===== src/rtl/alu_16.sv =====
// 16-bit 74181/74182-style ALU: four 4-bit slices joined by a lookahead carry unit.
// One cycle of latency to all outputs; no flow control, a new operation is accepted every cycle.

// One 4-bit 74181-equivalent slice with active-high data and active-low group P/G.
module alu181_slice (
    input  logic [3:0] a_i,
    input  logic [3:0] b_i,
    input  logic [3:0] s_i,
    input  logic       m_i,
    input  logic       cn_i,
    output logic [3:0] f_o,
    output logic       pb_o,
    output logic       gb_o
);

    logic [3:0] x;
    logic [3:0] y;
    logic [3:0] h;
    logic [3:0] c;

    // y is always a subset of x, so y acts as generate and x as propagate
    always_comb begin
        x    = a_i | ({4{s_i[0]}} & b_i) | ({4{s_i[1]}} & ~b_i);
        y    = ({4{s_i[2]}} & a_i & ~b_i) | ({4{s_i[3]}} & a_i & b_i);
        h    = x & ~y;
        c[0] = cn_i;
        c[1] = y[0] | (x[0] & cn_i);
        c[2] = y[1] | (x[1] & y[0]) | (x[1] & x[0] & cn_i);
        c[3] = y[2] | (x[2] & y[1]) | (x[2] & x[1] & y[0]) | (x[2] & x[1] & x[0] & cn_i);
        // logic mode forces every carry high, which turns the sum into ~(x ^ y)
        f_o  = h ^ (c | {4{m_i}});
        pb_o = ~(&x);
        gb_o = ~(y[3] | (x[3] & y[2]) | (x[3] & x[2] & y[1]) | (x[3] & x[2] & x[1] & y[0]));
    end

endmodule

// 74182-equivalent lookahead: active-high carry-in, active-low slice and group P/G.
module cla182 (
    input  logic       cn_i,
    input  logic [3:0] pb_i,
    input  logic [3:0] gb_i,
    output logic       cnx_o,
    output logic       cny_o,
    output logic       cnz_o,
    output logic       pb_o,
    output logic       gb_o
);

    logic [3:0] p;
    logic [3:0] g;

    always_comb begin
        p     = ~pb_i;
        g     = ~gb_i;
        cnx_o = g[0] | (p[0] & cn_i);
        cny_o = g[1] | (p[1] & g[0]) | (p[1] & p[0] & cn_i);
        cnz_o = g[2] | (p[2] & g[1]) | (p[2] & p[1] & g[0]) | (p[2] & p[1] & p[0] & cn_i);
        pb_o  = ~(&p);
        gb_o  = ~(g[3] | (p[3] & g[2]) | (p[3] & p[2] & g[1]) | (p[3] & p[2] & p[1] & g[0]));
    end

endmodule

module alu_16 (
    input  logic        clk,
    input  logic        rst_n,
    input  logic [3:0]  S,
    input  logic [15:0] A,
    input  logic [15:0] B,
    input  logic        M,
    input  logic        CNb,
    output logic [15:0] F,
    output logic        PBo,
    output logic        GBo,
    output logic        CN16b,
    output logic        AEBo
);

    logic        cin;
    logic [3:0]  slice_cn;
    logic [3:0]  slice_pb;
    logic [3:0]  slice_gb;
    logic [15:0] f_w;
    logic        cnx;
    logic        cny;
    logic        cnz;
    logic        grp_pb;
    logic        grp_gb;
    logic        cout;

    logic [15:0] f_d,     f_q;
    logic        pbo_d,   pbo_q;
    logic        gbo_d,   gbo_q;
    logic        cn16b_d, cn16b_q;
    logic        aeb_d,   aeb_q;

    assign cin      = ~CNb;
    assign slice_cn = {cnz, cny, cnx, cin};

    for (genvar i = 0; i < 4; i++) begin : g_slice
        alu181_slice u_slice (
            .a_i  (A[4*i +: 4]),
            .b_i  (B[4*i +: 4]),
            .s_i  (S),
            .m_i  (M),
            .cn_i (slice_cn[i]),
            .f_o  (f_w[4*i +: 4]),
            .pb_o (slice_pb[i]),
            .gb_o (slice_gb[i])
        );
    end

    cla182 u_cla (
        .cn_i  (cin),
        .pb_i  (slice_pb),
        .gb_i  (slice_gb),
        .cnx_o (cnx),
        .cny_o (cny),
        .cnz_o (cnz),
        .pb_o  (grp_pb),
        .gb_o  (grp_gb)
    );

    // carry out of bit 15 rebuilt from the group terms
    assign cout = ~grp_gb | (~grp_pb & cin);

    always_comb begin
        f_d     = f_w;
        pbo_d   = grp_pb;
        gbo_d   = grp_gb;
        cn16b_d = M ? 1'b1 : ~cout;
        aeb_d   = &f_w;
    end

    always_ff @(posedge clk or negedge rst_n) begin
        if (!rst_n) begin
            f_q     <= 16'h0000;
            pbo_q   <= 1'b1;
            gbo_q   <= 1'b1;
            cn16b_q <= 1'b1;
            aeb_q   <= 1'b0;
        end else begin
            f_q     <= f_d;
            pbo_q   <= pbo_d;
            gbo_q   <= gbo_d;
            cn16b_q <= cn16b_d;
            aeb_q   <= aeb_d;
        end
    end

    assign F     = f_q;
    assign PBo   = pbo_q;
    assign GBo   = gbo_q;
    assign CN16b = cn16b_q;
    assign AEBo  = aeb_q;

endmodule


===== config.mk =====
export PLATFORM = sky130hd
export DESIGN_NAME = alu_16
export DESIGN_NICKNAME = d
export VERILOG_FILES = /design/src/rtl/alu_16.sv
export SDC_FILE = /design/constraint.sdc
export NUM_CORES = 1
export LEC_CHECK = 0
export BUFFER_PORTS_ARGS = -buffer_cell sky130_fd_sc_hd__buf_4
export CAP_MARGIN = 20
export CORE_MARGIN = 2
export CORE_UTILIZATION = 40
export CTS_CLUSTER_DIAMETER = 40
export DETAILED_ROUTE_END_ITERATION = 7
export SETUP_SLACK_MARGIN = 0.15
export SLEW_MARGIN = 20
export SYNTH_ARGS = -nofsm -noshare
export SYNTH_HDL_FRONTEND = slang
export SYNTH_HIERARCHICAL = 1
export SYNTH_SLANG_ARGS = --single-unit

===== constraint.sdc =====
create_clock -name clk -period 1.06 [get_ports clk]
set_clock_uncertainty 0.15 [all_clocks]
set_input_delay 0.106 -clock clk [delete_from_list [all_inputs] [get_ports clk]]
set_output_delay 0.106 -clock clk [all_outputs]
set_load 0.01 [all_outputs]

; ---- Yosys cells after proc, flatten, opt, wreduce, memory -nomap -nowiden
; Cells that the tools add are included.
[classes]
n_reduce_logical = 6
bitwise = 187
n_mux = 1
[ops]
columns = operator, n
row1 = $and 4x4->4, 28
row2 = $and 1x1->1, 71
row3 = $or 4x4->4, 16
row4 = $or 1x1->1, 46
row5 = $not 4->4, 10
row6 = $reduce_and 4->1, 5
row7 = $reduce_and 16->1, 1
row8 = $xor 4x4->4, 4
row9 = $not 1->1, 12
row10 = $mux 1, 1
[word_totals]
out_inout_bits = 20
input_bits = 40
register_bits = 20
elab_cells = 199

; ---- Logic depth before layout (Yosys ltp)
[depth]
word_depth = 18
mapped_depth = 13
ltp_nobuf = 13

; ---- By module
; Netlist, hierarchy kept.
[modules_own_cells]
columns = module, instances, seq_area_each_um2, area_per_inst_um2, cells_per_inst
row1 = alu181_slice, 4, 0.0, 327.8, 47
row2 = alu_16, 1, 504.2, 556.8, 28
row3 = cla182, 1, 0.0, 60.1, 11

; ---- Worst setup path after synthesis
; Ideal clock, no wire load.
[synth_path]
kind = input to register
startpoint = in B[2]
endpoint = reg aeb_q (netlist: AEBo)
setup_time_ns = 0.096
path_stages = 13
path_slack_ns = -1.581
n_path_buf = 1
t_arrival_ns = 2.395
path_cell_list = buf_6 a22o_1 a22o_1 a221o_1 a32oi_1 o21a_1 o221ai_1 inv_1 o21bai_2 a221oi_2 xnor2_1 nand4_1 nor4_2
[synth_between]
elab_chain_cells = 17
word_cells_on_any_way = 70
[synth_rtl]
columns = element, line_no
row1 = start: declaration, 70  ; input logic [15:0] B,
row2 = $and 4x4->4 / $not 4->4 (equally long branches), "23, 24"
row3 = $or 4x4->4 (tied with other cells), 23  ; x = a_i | ({4{s_i[0]}} & b_i) | ({4{s_i[1]}} & ~b_i);
row4 = "$or 4x4->4, on equally long branches", "23, 24"
row5 = $and 1x1->1, 33  ; gb_o = ~(y[3] | (x[3] & y[2]) | (x[3] & x[2] & y[1]) | (x[3] & x[2] & x[1] & y[0]));
row6 = $and 1x1->1 / $or 1x1->1 (equally long branches), 33
row7 = $or 1x1->1 / $and 1x1->1 (equally long branches), 33
row8 = $or 1x1->1 *, 33
row9 = $not 1->1 *, 33
row10 = net slice_gb[0], 83  ; logic [3:0] slice_gb;
row11 = [4 not listed], --
row12 = net cnz, 87  ; logic cnz;
row13 = $and 1x1->1 *, 28  ; c[2] = y[1] | (x[1] & y[0]) | (x[1] & x[0] & cn_i);
row14 = $or 1x1->1 *, 28
row15 = $or 4x4->4 *, 31  ; f_o = h ^ (c | {4{m_i}});
row16 = $xor 4x4->4 *, 31
row17 = net f_d[14], 92  ; logic [15:0] f_d, f_q;
row18 = $reduce_and 16->1 *, 133  ; aeb_d = &f_w;
row19 = net aeb_d, 96  ; logic aeb_d, aeb_q;
row20 = end signal: assignment, 142  ; aeb_q <= 1'b0;
row21 = end signal: assignment, 148  ; aeb_q <= aeb_d;
row22 = end: declaration, 96
; The timed path passes the listed nets; every way through them passes the cells marked *.

; ---- Worst setup path in the final report
[layout_path]
startpoint = in A[2]
endpoint = reg aeb_q (netlist: AEBo)
[layout_between]
elab_chain_cells = 17
word_cells_on_any_way = 69
[layout_rtl]
columns = element, line_no
row1 = start: declaration, 69  ; input logic [15:0] A,
row2 = $and 4x4->4 (2 in series), 24  ; y = ({4{s_i[2]}} & a_i & ~b_i) | ({4{s_i[3]}} & a_i & b_i);
row3 = $or 4x4->4, 24
row4 = $and 1x1->1, 33
row5 = $or 1x1->1 (2 in series), 33
row6 = $or 1x1->1 *, 33
row7 = $not 1->1 *, 33
row8 = net slice_gb[0], 83
row9 = $not 4->4 *, 55  ; g = ~gb_i;
row10 = [3 not listed], --
row11 = net cnz, 87
row12 = $and 1x1->1 *, 29  ; c[3] = y[2] | (x[2] & y[1]) | (x[2] & x[1] & y[0]) | (x[2] & x[1] & x[0] & cn_i);
row13 = $or 1x1->1 *, 29
row14 = $or 4x4->4 *, 31
row15 = $xor 4x4->4 *, 31
row16 = net f_d[15], 92
row17 = $reduce_and 16->1 *, 133
row18 = net aeb_d, 96
; Marked as above.

==> results.md <==
* Hold WS at -32.9 ps
* Die area at 5390 sq um
* Critical path data required time at 1070 ps
* Setup slack at placement at -1780 ps
* CTS Buffer Depth at 2
* Seq cells post-synth at 20
* Avg Inst Size Synth at 8.49 sq um
* Static leakage at 1.72 nW
* Non-Filler Cell Area, Final at 3670 sq um
* Wire length per cell after detailed routing at 13.7 um
* Min Tclk post-route at 2590 ps
* Initial antenna violation count at 0
* Syn Inst Count at 227
* Yosys warning total at 6
* Startpoint types: input pin
* Hold crit path type: in -> reg
* Fin. Hold Viols at 1
* Setup TNS at -19,330 ps
* Final setup vio count at 23
* # IOs at 60
* Max-slew violation count at 0
* CP Cell Sequence: buf_8 > a22o_1 > a22o_1 > a221o_1 > a32oi_2 > o21a_1 > o221ai_2 > inv_2 > o21bai_4 > a221oi_2 > xnor2_1 > nand4_1 > nor4_2
* Starting Density at 0.411
* Dpl cell area at 3190 sq um
* Synth area leaders: dfrtp_1 22%, a221oi_2 6.2%, nand2_1 6.2%, xnor2_1 5.5%, mux2_2 4.7%
* Rel. slew slack at 0.741
* Final cell count without fillers at 451
* Maximum capacitance violations at 0
* Die Width at 73.4 um
* Achievable Freq at 385 MHz
* Vias/cell at 5.12
* Fin util at 0.781
* Post-synth EDFFs at 0
* Register area share after synthesis at 0.262
* Async SR Flop Fraction at 1.00
* Synth Flop Type: dfrtp_1
* Synth area leader: dfrtp_1
* Largest net degree at the start of global routing at 21
* Filler Cell Count at 336
* Worst-margin pin slew at 388 ps
* Placer Congestion at 0.858
* Commonest non-fill, non-tap cell in the layout: buf_4
* Mapped Nets at 267
* Critical Path End Type: flip-flop
* PwrDens at 982 nW/um^2
* Total core area at 4690 sq um
* Final period utilization at 2.45
* Violated checks: hold timing, setup timing
* Worst Hold Depth at 3
* Worst Hold Path EP: CN16b
* GRT Util Overall at 0.223
* Placed cells at 433
* H-tree depth at 1
* WP data arrival at 2610 ps
* CP most frequent cell: a22o_1
* DRT iter0 DRCs at 74
* Setup WS post-layout at -1530 ps
* Netlist cell types at 33
* GR Overflow Total at 0
* TritonCTS buffer count at 3
* Most frequent cells in the layout: 127 x buf_4, 39 x buf_6, 30 x nand2_1, 17 x dfrtp_1, 14 x nor2_1
* WL final at 6.20 mm
* Clk root buf: clkbuf_8
* Post-layout net count at 438
* DR pass1 iterations at 4
* Peak VDD IR at 590 uV
* Diode count at 0
* DRC Markers at 0
* Critical path class: in -> reg
* Vias in the first global route at 2,014
* First-pass GRT wire length at 9.45 mm
* # port buffers at 59
* TritonCTS clock tree: built
* Syn-to-layout area delta at 90.1%
* Crit-path max cell delay at 310 ps
* Antenna-violating nets left at 0
* Synth top area share at 0.221
* Die Ht at 73.4 um
* Clock Sinks at 20
* Cell row count at 25
* Cts hold-fix bufs at 1
* Slowest CP cell: a221oi_2
* Hold Startpoint: CNb
* Mapped cell area at 1930 sq um
* Share of cells above drive strength 1 at 0.612
* Critical Path Fanout Max at 4
* RSZ-0062 raised after global routing: true
* Vias at 2,310
* Clk slew on worst S/H paths at 60 ps
* Outcome: complete, but fails checks
* Hpwl dp at 4.64 mm
power by group:
group	leakage (nW)	internal [mW]	total [mW]	switching, mW
Clock	0.0228	0.267	0.477	0.211
Combinational	1.46	1.26	2.16	0.897
Sequential	0.233	0.901	0.960	0.0588
Total	1.72	2.43	3.60	1.17
stage by stage:
step	total power, mW	hold WS (ps)
final	3.60	-32.9
after global routing	3.81	-17.5
after CTS	3.40	-42.2
after detailed placement	2.66	-167
after global placement	2.64	-165
after floorplan	1.68	-340
synthesized netlist by cell type (5+ instances only):
cell type,n
a21oi_1,5
xnor2_1,12
dfrtp_1,17
o211ai_1,12
a22o_1,8
inv_1,15
mux2_2,8
a221oi_2,8
o22ai_1,8
nor2b_1,8
o21ai_0,12
nor2_1,21
nand2_1,32
state kept, by name, summed over array words and instances (netlist names):
| name | cells |
|---|---|
| AEBo | 1 |
| CN16b | 1 |
| F | 16 |
| GBo | 1 |
| PBo | 1 |
per-layer routing:
metal  wire length (um)  part of all wire  up-vias  global-route usage
met3                173             0.028        2             0.00412
met4                 11            0.0018        0              0.0485
met5                  0                 0        -                   0
li1                   -                 -     1189                   -
met2               3150              0.51       50               0.371
met1               2870              0.46     1069               0.325
cell families after synthesis:
family	Yosys count	share of synthesized area
AND/OR/NAND/NOR	69	0.158
multiplexers	12	0.0675
XOR/XNOR	16	0.0727
AO/OA/AOI/OAI	87	0.380
buffers and inverters	23	0.0603
flip-flops	20	0.262
final cells by class:
class | instances | area (sq um) | share of cell area
Timing Repair Buffer | 170 | 1450 | 0.396
Sequential cell | 20 | 504 | 0.138
Tap cell | 54 | 67.6 | 0.0184
Clock buffer | 4 | 45.0 | 0.0123
Inverter | 19 | 73.8 | 0.0201
Multi-Input combinational cell | 184 | 1520 | 0.415
worst max-delay path by stage:
stage | cells past startpoint | endpoint | slack, ps | start
final | 13 | AEBo | -1530 | A[2]
after global routing | 13 | AEBo | -1660 | A[2]
after CTS | 13 | AEBo | -1460 | A[2]
after detailed placement | 13 | AEBo | -1780 | A[2]
after global placement | 13 | AEBo | -1700 | A[2]
after floorplan | 13 | AEBo | -1500 | B[2]
critical path: cells and delay by family:
kind	cells	cell delay (ps)
AND/OR/NAND/NOR	2	380
buffers and inverters	2	190
AO/OA/AOI/OAI	8	1750
XOR/XNOR	1	180
what timing repair did:
action | CTS | global route
gates resized for setup | 48 | 29
pin swaps | 17 | 21
endpoints found under the hold margin | 21 | 1
buffers inserted | 7 | 6
setup endpoints to repair | 40 | 40
cloned | 0 | 0
(Power assumes the default switching activity.)
